--- src/rtl/riscv_multicycle_ctrl_if.sv ---
// ----------------------------------------------------------------------------
// riscv_multicycle_ctrl_if
// Groups the instruction-register fields, the ALU zero flag and every control
// line exchanged between the multicycle control unit and the datapath.
//   master : the control unit (consumes op/funct/zero, drives all controls)
//   slave  : the datapath (drives op/funct/zero, consumes all controls)
// Signals:
//   op[6:0], funct3[2:0], funct7b5   instruction fields from the IR
//   zero                             ALU zero flag
//   PCWrite, AdrSrc, MemWrite, IRWrite, RegWrite    enables / address select
//   ResultSrc, ALUSrcA, ALUSrcB, ImmSrc [1:0]       datapath mux selects
//   ALUControl[2:0]                  ALU operation code
//   illegal_instr                    unsupported-instruction pulse in Decode
//   state[STATE_W-1:0]               current FSM state, for debug
// ----------------------------------------------------------------------------
interface riscv_multicycle_ctrl_if #(
    parameter int STATE_W = 4
);
    logic [6:0]         op;
    logic [2:0]         funct3;
    logic               funct7b5;
    logic               zero;
    logic               PCWrite;
    logic               AdrSrc;
    logic               MemWrite;
    logic               IRWrite;
    logic [1:0]         ResultSrc;
    logic [1:0]         ALUSrcA;
    logic [1:0]         ALUSrcB;
    logic [1:0]         ImmSrc;
    logic [2:0]         ALUControl;
    logic               RegWrite;
    logic               illegal_instr;
    logic [STATE_W-1:0] state;

    modport master (
        input  op, funct3, funct7b5, zero,
        output PCWrite, AdrSrc, MemWrite, IRWrite, ResultSrc, ALUSrcA,
               ALUSrcB, ImmSrc, ALUControl, RegWrite, illegal_instr, state
    );

    modport slave (
        output op, funct3, funct7b5, zero,
        input  PCWrite, AdrSrc, MemWrite, IRWrite, ResultSrc, ALUSrcA,
               ALUSrcB, ImmSrc, ALUControl, RegWrite, illegal_instr, state
    );
endinterface

--- src/rtl/riscv_multicycle_ctrl.sv ---
// ----------------------------------------------------------------------------
// riscv_multicycle_ctrl
// Multicycle RISC-V control unit: Moore FSM sequencing fetch / decode /
// execute / writeback plus a combinational ALU decoder. Only the state
// register is sequential; every output decodes from state, op, funct3,
// funct7b5 and zero.
// Ports:
//   clk    rising-edge clock
//   reset  synchronous active-high reset (forces Fetch, masks all enables)
//   bus    riscv_multicycle_ctrl_if.master (IR fields in, controls out)
// ----------------------------------------------------------------------------
module riscv_multicycle_ctrl #(
    parameter logic [3:0] RESET_STATE = 4'd0,
    parameter int         STATE_W     = 4
) (
    input  logic                   clk,
    input  logic                   reset,
    riscv_multicycle_ctrl_if.master bus
);

    typedef enum logic [3:0] {
        S_FETCH    = 4'd0,
        S_DECODE   = 4'd1,
        S_MEMADR   = 4'd2,
        S_MEMREAD  = 4'd3,
        S_MEMWB    = 4'd4,
        S_MEMWRITE = 4'd5,
        S_EXECR    = 4'd6,
        S_EXECI    = 4'd7,
        S_ALUWB    = 4'd8,
        S_JAL      = 4'd9,
        S_BEQ      = 4'd10
    } state_t;

    typedef enum logic [1:0] {
        ALUOP_ADD   = 2'b00,
        ALUOP_SUB   = 2'b01,
        ALUOP_FUNCT = 2'b10
    } aluop_t;

    localparam logic [6:0] OP_LW   = 7'b0000011;
    localparam logic [6:0] OP_SW   = 7'b0100011;
    localparam logic [6:0] OP_R    = 7'b0110011;
    localparam logic [6:0] OP_I    = 7'b0010011;
    localparam logic [6:0] OP_JAL  = 7'b1101111;
    localparam logic [6:0] OP_BEQ  = 7'b1100011;

    // ALU decoder: maps the FSM's ALU request plus funct fields to ALUControl.
    function automatic logic [2:0] alu_decode(
        input aluop_t     aluop,
        input logic [2:0] f3,
        input logic       op5,
        input logic       f7b5
    );
        logic [2:0] code;
        code = 3'b000;
        case (aluop)
            ALUOP_ADD: code = 3'b000;
            ALUOP_SUB: code = 3'b001;
            ALUOP_FUNCT: begin
                case (f3)
                    3'b000:  code = (op5 & f7b5) ? 3'b001 : 3'b000;
                    3'b010:  code = 3'b101;
                    3'b110:  code = 3'b011;
                    3'b111:  code = 3'b010;
                    default: code = 3'b000;
                endcase
            end
            default: code = 3'b000;
        endcase
        return code;
    endfunction

    state_t     r_state;
    state_t     w_next_state;
    aluop_t     w_aluop;
    logic       w_pcwrite;
    logic       w_adrsrc;
    logic       w_memwrite;
    logic       w_irwrite;
    logic       w_regwrite;
    logic       w_illegal;
    logic [1:0] w_resultsrc;
    logic [1:0] w_alusrca;
    logic [1:0] w_alusrcb;
    logic [1:0] w_immsrc;
    logic       w_op_legal;
    logic       w_f3_legal;
    logic       w_op_is_alu;

    // State register; reset aborts any in-flight instruction back to Fetch.
    always_ff @(posedge clk) begin
        if (reset) begin
            r_state <= state_t'(RESET_STATE);
        end else begin
            r_state <= w_next_state;
        end
    end

    // Opcode / funct3 legality used by Decode for the illegal_instr pulse.
    always_comb begin
        w_op_legal  = 1'b0;
        w_f3_legal  = 1'b0;
        w_op_is_alu = 1'b0;
        case (bus.op)
            OP_LW, OP_SW, OP_JAL, OP_BEQ: w_op_legal = 1'b1;
            OP_R, OP_I: begin
                w_op_legal  = 1'b1;
                w_op_is_alu = 1'b1;
            end
            default: w_op_legal = 1'b0;
        endcase
        case (bus.funct3)
            3'b000, 3'b010, 3'b110, 3'b111: w_f3_legal = 1'b1;
            default:                        w_f3_legal = 1'b0;
        endcase
    end

    // Immediate format depends only on the opcode, so it is valid in every state.
    always_comb begin
        w_immsrc = 2'b00;
        case (bus.op)
            OP_SW:   w_immsrc = 2'b01;
            OP_BEQ:  w_immsrc = 2'b10;
            OP_JAL:  w_immsrc = 2'b11;
            default: w_immsrc = 2'b00;
        endcase
    end

    // Next-state and Moore output decode; the reset mask is applied afterwards.
    always_comb begin
        w_next_state = S_FETCH;
        w_aluop      = ALUOP_ADD;
        w_pcwrite    = 1'b0;
        w_adrsrc     = 1'b0;
        w_memwrite   = 1'b0;
        w_irwrite    = 1'b0;
        w_regwrite   = 1'b0;
        w_illegal    = 1'b0;
        w_resultsrc  = 2'b00;
        w_alusrca    = 2'b00;
        w_alusrcb    = 2'b00;
        case (r_state)
            S_FETCH: begin
                w_irwrite    = 1'b1;
                w_alusrcb    = 2'b10;
                w_resultsrc  = 2'b10;
                w_pcwrite    = 1'b1;
                w_next_state = S_DECODE;
            end
            S_DECODE: begin
                // ALU precomputes OldPC + imm as a potential branch target.
                w_alusrca = 2'b01;
                w_alusrcb = 2'b01;
                w_illegal = ~w_op_legal | (w_op_is_alu & ~w_f3_legal);
                case (bus.op)
                    OP_LW, OP_SW: w_next_state = S_MEMADR;
                    OP_R:         w_next_state = S_EXECR;
                    OP_I:         w_next_state = S_EXECI;
                    OP_JAL:       w_next_state = S_JAL;
                    OP_BEQ:       w_next_state = S_BEQ;
                    default:      w_next_state = S_FETCH;
                endcase
            end
            S_MEMADR: begin
                w_alusrca    = 2'b10;
                w_alusrcb    = 2'b01;
                w_next_state = (bus.op == OP_LW) ? S_MEMREAD : S_MEMWRITE;
            end
            S_MEMREAD: begin
                w_adrsrc     = 1'b1;
                w_next_state = S_MEMWB;
            end
            S_MEMWB: begin
                w_resultsrc  = 2'b01;
                w_regwrite   = 1'b1;
                w_next_state = S_FETCH;
            end
            S_MEMWRITE: begin
                w_adrsrc     = 1'b1;
                w_memwrite   = 1'b1;
                w_next_state = S_FETCH;
            end
            S_EXECR: begin
                w_alusrca    = 2'b10;
                w_aluop      = ALUOP_FUNCT;
                w_next_state = S_ALUWB;
            end
            S_EXECI: begin
                w_alusrca    = 2'b10;
                w_alusrcb    = 2'b01;
                w_aluop      = ALUOP_FUNCT;
                w_next_state = S_ALUWB;
            end
            S_ALUWB: begin
                w_regwrite   = 1'b1;
                w_next_state = S_FETCH;
            end
            S_JAL: begin
                w_alusrca    = 2'b01;
                w_alusrcb    = 2'b10;
                w_pcwrite    = 1'b1;
                w_next_state = S_ALUWB;
            end
            S_BEQ: begin
                // Branch taken writes the target computed in Decode (ALUOut).
                w_alusrca    = 2'b10;
                w_aluop      = ALUOP_SUB;
                w_pcwrite    = bus.zero;
                w_next_state = S_FETCH;
            end
            default: begin
                w_next_state = S_FETCH;
            end
        endcase
    end

    // Drive the interface; enables and illegal_instr are forced low during reset.
    always_comb begin
        bus.PCWrite       = w_pcwrite  & ~reset;
        bus.MemWrite      = w_memwrite & ~reset;
        bus.IRWrite       = w_irwrite  & ~reset;
        bus.RegWrite      = w_regwrite & ~reset;
        bus.illegal_instr = w_illegal  & ~reset;
        bus.AdrSrc        = w_adrsrc;
        bus.ResultSrc     = w_resultsrc;
        bus.ALUSrcA       = w_alusrca;
        bus.ALUSrcB       = w_alusrcb;
        bus.ImmSrc        = w_immsrc;
        bus.ALUControl    = alu_decode(w_aluop, bus.funct3, bus.op[5], bus.funct7b5);
        bus.state         = STATE_W'(r_state);
    end

endmodule

--- src/flat_wrapper.sv ---
// flat-port wrapper written by rule: the top's interface ports become plain ports
module riscv_multicycle_ctrl_flat 
#(
    parameter logic [3:0] RESET_STATE = 4'd0,
    parameter int         STATE_W     = 4
)
  (clk, reset, bus_op, bus_funct3, bus_funct7b5, bus_zero, bus_PCWrite, bus_AdrSrc, bus_MemWrite, bus_IRWrite, bus_ResultSrc, bus_ALUSrcA, bus_ALUSrcB, bus_ImmSrc, bus_ALUControl, bus_RegWrite, bus_illegal_instr, bus_state);
  riscv_multicycle_ctrl_if #(.STATE_W(STATE_W)) bus_i ();
  input  logic clk;
  input  logic reset;
  input wire logic [$bits(bus_i.op)-1:0] bus_op;
  input wire logic [$bits(bus_i.funct3)-1:0] bus_funct3;
  input wire logic [$bits(bus_i.funct7b5)-1:0] bus_funct7b5;
  input wire logic [$bits(bus_i.zero)-1:0] bus_zero;
  output wire logic [$bits(bus_i.PCWrite)-1:0] bus_PCWrite;
  output wire logic [$bits(bus_i.AdrSrc)-1:0] bus_AdrSrc;
  output wire logic [$bits(bus_i.MemWrite)-1:0] bus_MemWrite;
  output wire logic [$bits(bus_i.IRWrite)-1:0] bus_IRWrite;
  output wire logic [$bits(bus_i.ResultSrc)-1:0] bus_ResultSrc;
  output wire logic [$bits(bus_i.ALUSrcA)-1:0] bus_ALUSrcA;
  output wire logic [$bits(bus_i.ALUSrcB)-1:0] bus_ALUSrcB;
  output wire logic [$bits(bus_i.ImmSrc)-1:0] bus_ImmSrc;
  output wire logic [$bits(bus_i.ALUControl)-1:0] bus_ALUControl;
  output wire logic [$bits(bus_i.RegWrite)-1:0] bus_RegWrite;
  output wire logic [$bits(bus_i.illegal_instr)-1:0] bus_illegal_instr;
  output wire logic [$bits(bus_i.state)-1:0] bus_state;
  assign bus_i.op = bus_op;
  assign bus_i.funct3 = bus_funct3;
  assign bus_i.funct7b5 = bus_funct7b5;
  assign bus_i.zero = bus_zero;
  assign bus_PCWrite = bus_i.PCWrite;
  assign bus_AdrSrc = bus_i.AdrSrc;
  assign bus_MemWrite = bus_i.MemWrite;
  assign bus_IRWrite = bus_i.IRWrite;
  assign bus_ResultSrc = bus_i.ResultSrc;
  assign bus_ALUSrcA = bus_i.ALUSrcA;
  assign bus_ALUSrcB = bus_i.ALUSrcB;
  assign bus_ImmSrc = bus_i.ImmSrc;
  assign bus_ALUControl = bus_i.ALUControl;
  assign bus_RegWrite = bus_i.RegWrite;
  assign bus_illegal_instr = bus_i.illegal_instr;
  assign bus_state = bus_i.state;
  riscv_multicycle_ctrl #(.RESET_STATE(RESET_STATE), .STATE_W(STATE_W)) u_core (.clk(clk), .reset(reset), .bus(bus_i));
endmodule
--- config.mk ---
export PLATFORM = sky130hd
export DESIGN_NAME = riscv_multicycle_ctrl_flat
export DESIGN_NICKNAME = d
export VERILOG_FILES = /design/src/rtl/riscv_multicycle_ctrl_if.sv /design/src/rtl/riscv_multicycle_ctrl.sv /design/src/flat_wrapper.sv
export SDC_FILE = /design/constraint.sdc
export NUM_CORES = 1
export LEC_CHECK = 0
export BUFFER_PORTS_ARGS = -buffer_cell sky130_fd_sc_hd__buf_4
export CAP_MARGIN = 20
export CORE_MARGIN = 2
export CORE_UTILIZATION = 38
export CTS_CLUSTER_DIAMETER = 120
export DETAILED_ROUTE_END_ITERATION = 10
export PLACE_DENSITY_LB_ADDON = 0.2
export SYNTH_ARGS = -nofsm -noshare
export SYNTH_HDL_FRONTEND = slang
export SYNTH_SLANG_ARGS = --single-unit
--- constraint.sdc ---
create_clock -name clk -period 1.3 [get_ports clk]
set_input_delay 0.13 -clock clk [delete_from_list [all_inputs] [get_ports clk]]
set_output_delay 0.13 -clock clk [all_outputs]
set_load 0.05 [all_outputs]
==> flow_metrics.env, run 1 <==
export IMPL_cts_root_buf="clkbuf_4"
export IMPL_synth_top_cells_by_area="dfxtp_1, a21oi_1, xnor2_1, nand2_1, ha_1"
export IMPL_die_h_um=43.3
export IMPL_synth_edf_count=0
export IMPL_netlist_area_leader_share_pct=13.6
export IMPL_ys_warn_count=0
export IMPL_worstEndpointType="output port"
export IMPL_initial_utilization_pct=40.0
export IMPL_ctsLongestPathBuffers=2
export IMPL_crit_endpoint="bus_ALUControl[0]"
export IMPL_ys_ff_latch=4
export IMPL_lastStage="global routing (5_1_grt)"
export IMPL_rows=14
export IMPL_grt_max_degree=10
export IMPL_yosysTopAreaCell="dfxtp_1"
export IMPL_error="[ERROR DPL-0038] Utilization greater than 100%, impossible to legalize"
export IMPL_synth_net_count=98
export IMPL_cts_sinks=4
export IMPL_syn_mean_instance_area_um2=7.17
export IMPL_synth_area_um2=588
export IMPL_syn_inst=82
export IMPL_hpwl_mm=1.66
export IMPL_async_reset_ff_share_pct=0
export IMPL_synth_cell_types=37
export IMPL_cts_buffers=3
export IMPL_status="aborted with a tool error"
export IMPL_synthTopCellsByCount="nand2_1, a21oi_1, nor3_1"
export IMPL_die_w_um=43.3
export IMPL_ctsHoldBuffers=0
export IMPL_htree_levels=1
export IMPL_yosysSeqAreaShare_pct=13.6
export IMPL_finalWeightedCongestion=0.768
export IMPL_synth_ff_type="dfxtp_1"
export IMPL_synth_most_common_cell="nand2_1"
export IMPL_ios=35
export IMPL_port_buffers=34
[per-stage QoR]
stage	area, um^2	utilization [%]	hold slack (ns)	worst slack [ns]	std cells
after floorplan	786	-	0.189	-0.471	82
after global placement	1170	79.4	0.457	-0.157	148
after detailed placement	1170	79.4	0.470	-0.165	148
after CTS	1430	97.3	0.228	-0.326	158
[repair_timing]
action,4_1_cts
endpoints found under the setup margin,16
setup buffers,6
cloned,1
resized for setup,38
pin swaps,5
[logic make-up after synthesis]
| logic type | share of synthesized area [%] |
|---|---|
| AND/OR/NAND/NOR | 48.7 |
| AO/OA/AOI/OAI | 17.7 |
| XOR/XNOR | 7.45 |
| flip-flops | 13.6 |
| adder cells (fa/ha/maj) | 4.25 |
| buffers and inverters | 8.30 |
==> inputs of run 2 (changes only) <==
--- a/config.mk
+++ b/config.mk
@@ -7,11 +7,10 @@
 export LEC_CHECK = 0
 export BUFFER_PORTS_ARGS = -buffer_cell sky130_fd_sc_hd__buf_4
 export CAP_MARGIN = 20
-export CORE_MARGIN = 2
-export CORE_UTILIZATION = 38
-export CTS_CLUSTER_DIAMETER = 120
+export CORE_AREA = 2 2 63 65
 export DETAILED_ROUTE_END_ITERATION = 10
-export PLACE_DENSITY_LB_ADDON = 0.2
+export DIE_AREA = 0 0 65 67
+export PLACE_DENSITY_LB_ADDON = 0.15
 export SYNTH_ARGS = -nofsm -noshare
 export SYNTH_HDL_FRONTEND = slang
 export SYNTH_SLANG_ARGS = --single-unit
==> constraint.sdc (replaced) <==
create_clock -name clk -period 1.7 [get_ports clk]
set_input_delay 0.17 -clock clk [delete_from_list [all_inputs] [get_ports clk]]
set_output_delay 0.17 -clock clk [all_outputs]
set_load 0.05 [all_outputs]
==> run 2 against run 1 <==
Compared with the run above: synthesized area unchanged; synthesized cell count unchanged; the flow now finishes, with violations (negative setup slack).
==> flow_metrics.env, run 2 <==
export IMPL_synth_top_cells_by_area="dfxtp_1, a21oi_1, xnor2_1, nand2_1, ha_1"
export IMPL_synth_most_common_cell="nand2_1"
export IMPL_synthAdderAreaFrac_pct=4.26
export IMPL_crit_slowest_cell="dfxtp_4"
export IMPL_finalSetupViolCount=2
export IMPL_synthTopCellsByCount="nand2_1, a21oi_1, nor3_1"
export IMPL_worstHoldPathCells=2
export IMPL_coreArea_um2=3610
export IMPL_min_delay_start="reset"
export IMPL_dieArea_um2=4360
export IMPL_cts_sinks=4
export IMPL_yosysSeqAreaShare_pct=13.6
export IMPL_synth_ff_type="dfxtp_1"
export IMPL_ys_ff_latch=4
export IMPL_muxShareOfSynthArea_pct=0
export IMPL_syn_inst=82
export IMPL_synth_net_count=98
export IMPL_grt_pass1_wl_mm=3.31
export IMPL_worstMarginPinSlew_ns=0.333
export IMPL_fin_ws_ns=-0.0610
export IMPL_final_common_cell="buf_4"
export IMPL_port_buffers=34
export IMPL_htree_levels=1
export IMPL_hold_path_class="input port to flop"
export IMPL_fin_area_um2=1130
export IMPL_yosysTopAreaCell="dfxtp_1"
export IMPL_groute_usage_overall_pct=10.1
export IMPL_drive_above_1_share_pct=56.9
export IMPL_critPathKind="flop to output pin"
export IMPL_cp_end_kind="output pin"
export IMPL_timing_rr_end="u_core.bus.state[3]$_SDFF_PP0_"
export IMPL_cts_buffers=3
export IMPL_rr_worst_depth=5
export IMPL_synth_area_um2=588
export IMPL_pre_cts_ws_ns=0.114
export IMPL_netlist_area_leader_share_pct=13.6
export IMPL_largest_reg_flops=4
export IMPL_critPathLaunchType="flop"
export IMPL_violations="negative setup slack"
export IMPL_hold_violations=0
export IMPL_diodes=0
export IMPL_cts_root_buf="clkbuf_8"
export IMPL_layout_common_cells="buf_4, nand2_1, a21oi_1, xnor2_1, nand2b_1"
export IMPL_async_reset_ff_share_pct=0
export IMPL_critPathRequiredTime_ns=1.53
export IMPL_die_h_um=67
export IMPL_ys_warn_count=0
export IMPL_rows=22
export IMPL_whs_endpoint="u_core.bus.state[3]$_SDFF_PP0_"
export IMPL_max_freq_ghz=0.568
export IMPL_vias=734
export IMPL_drt_first_pass_iters=3
export IMPL_grt_max_degree=15
export IMPL_synth_top_family_by_area="simple AND/OR/NAND/NOR gates"
export IMPL_syn_mean_instance_area_um2=7.17
export IMPL_die_w_um=65
export IMPL_synth_cell_types=37
export IMPL_cts_tree="done"
export IMPL_final_antenna_net_count=0
export IMPL_clk_latency_ns=0.23
export IMPL_ios=35
export IMPL_nets=140
export IMPL_path_max_fanout=6
export IMPL_yosys_area_share_simple_pct=48.7
export IMPL_leakage_uw=0.000452
export IMPL_synth_edf_count=0
export IMPL_finalWeightedCongestion=0.802
export IMPL_status="finished, violations left"
export IMPL_timing_reg2reg_setup_slack_ns=0.42
export IMPL_grt_setup_unrepaired="yes"
export IMPL_cp_cell_sequence="nand3b_1 > buf_4 > ha_4 > nor4_4 > buf_6"
export IMPL_initial_utilization_pct=16.3
export IMPL_slew_headroom_pct=77.6
export IMPL_power_density_nw_per_um2=456
export IMPL_drv_slew=0
export IMPL_synth_xor_area_share_pct=7.45
export IMPL_ctsLongestPathBuffers=2
export IMPL_reg2reg_from="u_core.bus.state[0]$_SDFF_PP0_"
export IMPL_worstPathArrival_ns=1.59
export IMPL_antenna_found_initial=0
export IMPL_grt_pass1_vias=730
export IMPL_drtIter0Drc=25
export IMPL_place_area_um2=1020
export IMPL_hpwl_mm=1.56
export IMPL_vias_per_cell=4.29
export IMPL_drt_total_wl_mm=2.05
export IMPL_post_route_period_util_pct=104
export IMPL_clock_skew_final_ns=0.00676
export IMPL_crit_path_max_incr_delay_ns=0.35
export IMPL_fin_crit_ns=1.76
export IMPL_synth_compound_area_share_pct=17.7
export IMPL_worst_ir_drop_vdd_mv=0.144
export IMPL_area_growth_pct=91.5
export IMPL_clk_pin_slew_worst_paths_ns=0.04
export IMPL_wl_per_cell_um=12.0
export IMPL_post_route_drc_count=0
export IMPL_cap_violations=0
export IMPL_overflow=0
export IMPL_fin_hold_ws_ns=0.166
## run 2: cell counts after synthesis
Identical to the previous run, type by type.
## run 2: cell type report
type                       instances  area (um^2)
tap                               48         60.1
fill                             396         2480
clock buffer                       4         45.0
sequential                         4         92.6
timing repair buffer              42          327
multi-input combinational         69          587
inverter                           4         15.0
## run 2: kinds of logic (layout without fill, tap and decap cells)
group | Yosys count | after routing
buffers and inverters | 9 | 50
flip-flops | 4 | 4
AND/OR/NAND/NOR | 45 | 45
XOR/XNOR | 5 | 5
AO/OA/AOI/OAI | 17 | 17
adder cells (fa/ha/maj) | 2 | 2
## run 2: worst max-delay path, delay by kind of cell (launching register included)
kind | cells | cell delay, ns
buf+inv | 2 | 0.35
flops | 1 | 0.35
fa+ha+maj | 1 | 0.25
simple gates | 2 | 0.41
## run 2: repair_timing
action | 4_1_cts | 5_1_grt
pin swaps | 0 | 1
hold endpoints to repair | 0 | 0
setup buffers | 1 | 2
resized for setup | 9 | 1
endpoints found under the setup margin | 3 | 4
hold buffers | 0 | 0
## run 2: worst max path at each step
stage                   endpoint                           start
6_report       bus_ALUControl[2]  u_core.bus.state[3]$_SDFF_PP0_
5_1_grt        bus_ALUControl[2]  u_core.bus.state[3]$_SDFF_PP0_
4_1_cts        bus_ALUControl[2]  u_core.bus.state[3]$_SDFF_PP0_
3_5_place_dp   bus_ALUControl[2]  u_core.bus.state[1]$_SDFF_PP0_
3_3_place_gp   bus_ALUControl[2]  u_core.bus.state[1]$_SDFF_PP0_
2_1_floorplan  bus_ALUControl[2]  u_core.bus.state[2]$_SDFF_PP0_
## run 2: layer usage
metal  vias to the layer above  wire [um]  track usage (%)
li1                        376          -                -
met2                        33        862             15.6
met5                         -          0                0
met3                         5        160             1.69
met4                         0         64             7.98
met1                       320        961             12.4
## run 2: power breakdown
part	switching [uW]	internal [uW]	total [uW]	leakage [uW]
clock	58.1	161	219	0.0000228
combinational	122	77.9	200	0.000394
sequential	2.06	92.6	94.7	0.0000352
total	182	331	513	0.000452
## run 2: stage by stage
step | cells | power [uW] | util (%) | TNS, ns
global placement | 164 | 289 | 28.2 | 0
CTS | 169 | 517 | 30.8 | -0.105
detailed placement | 164 | 289 | 28.2 | 0
finish | 171 | 513 | 31.2 | -0.0764
floorplan | 82 | 217 | - | -0.467
global route | 171 | 543 | 31.2 | -0.294
Note: power is estimated with default switching activity, not from simulation.
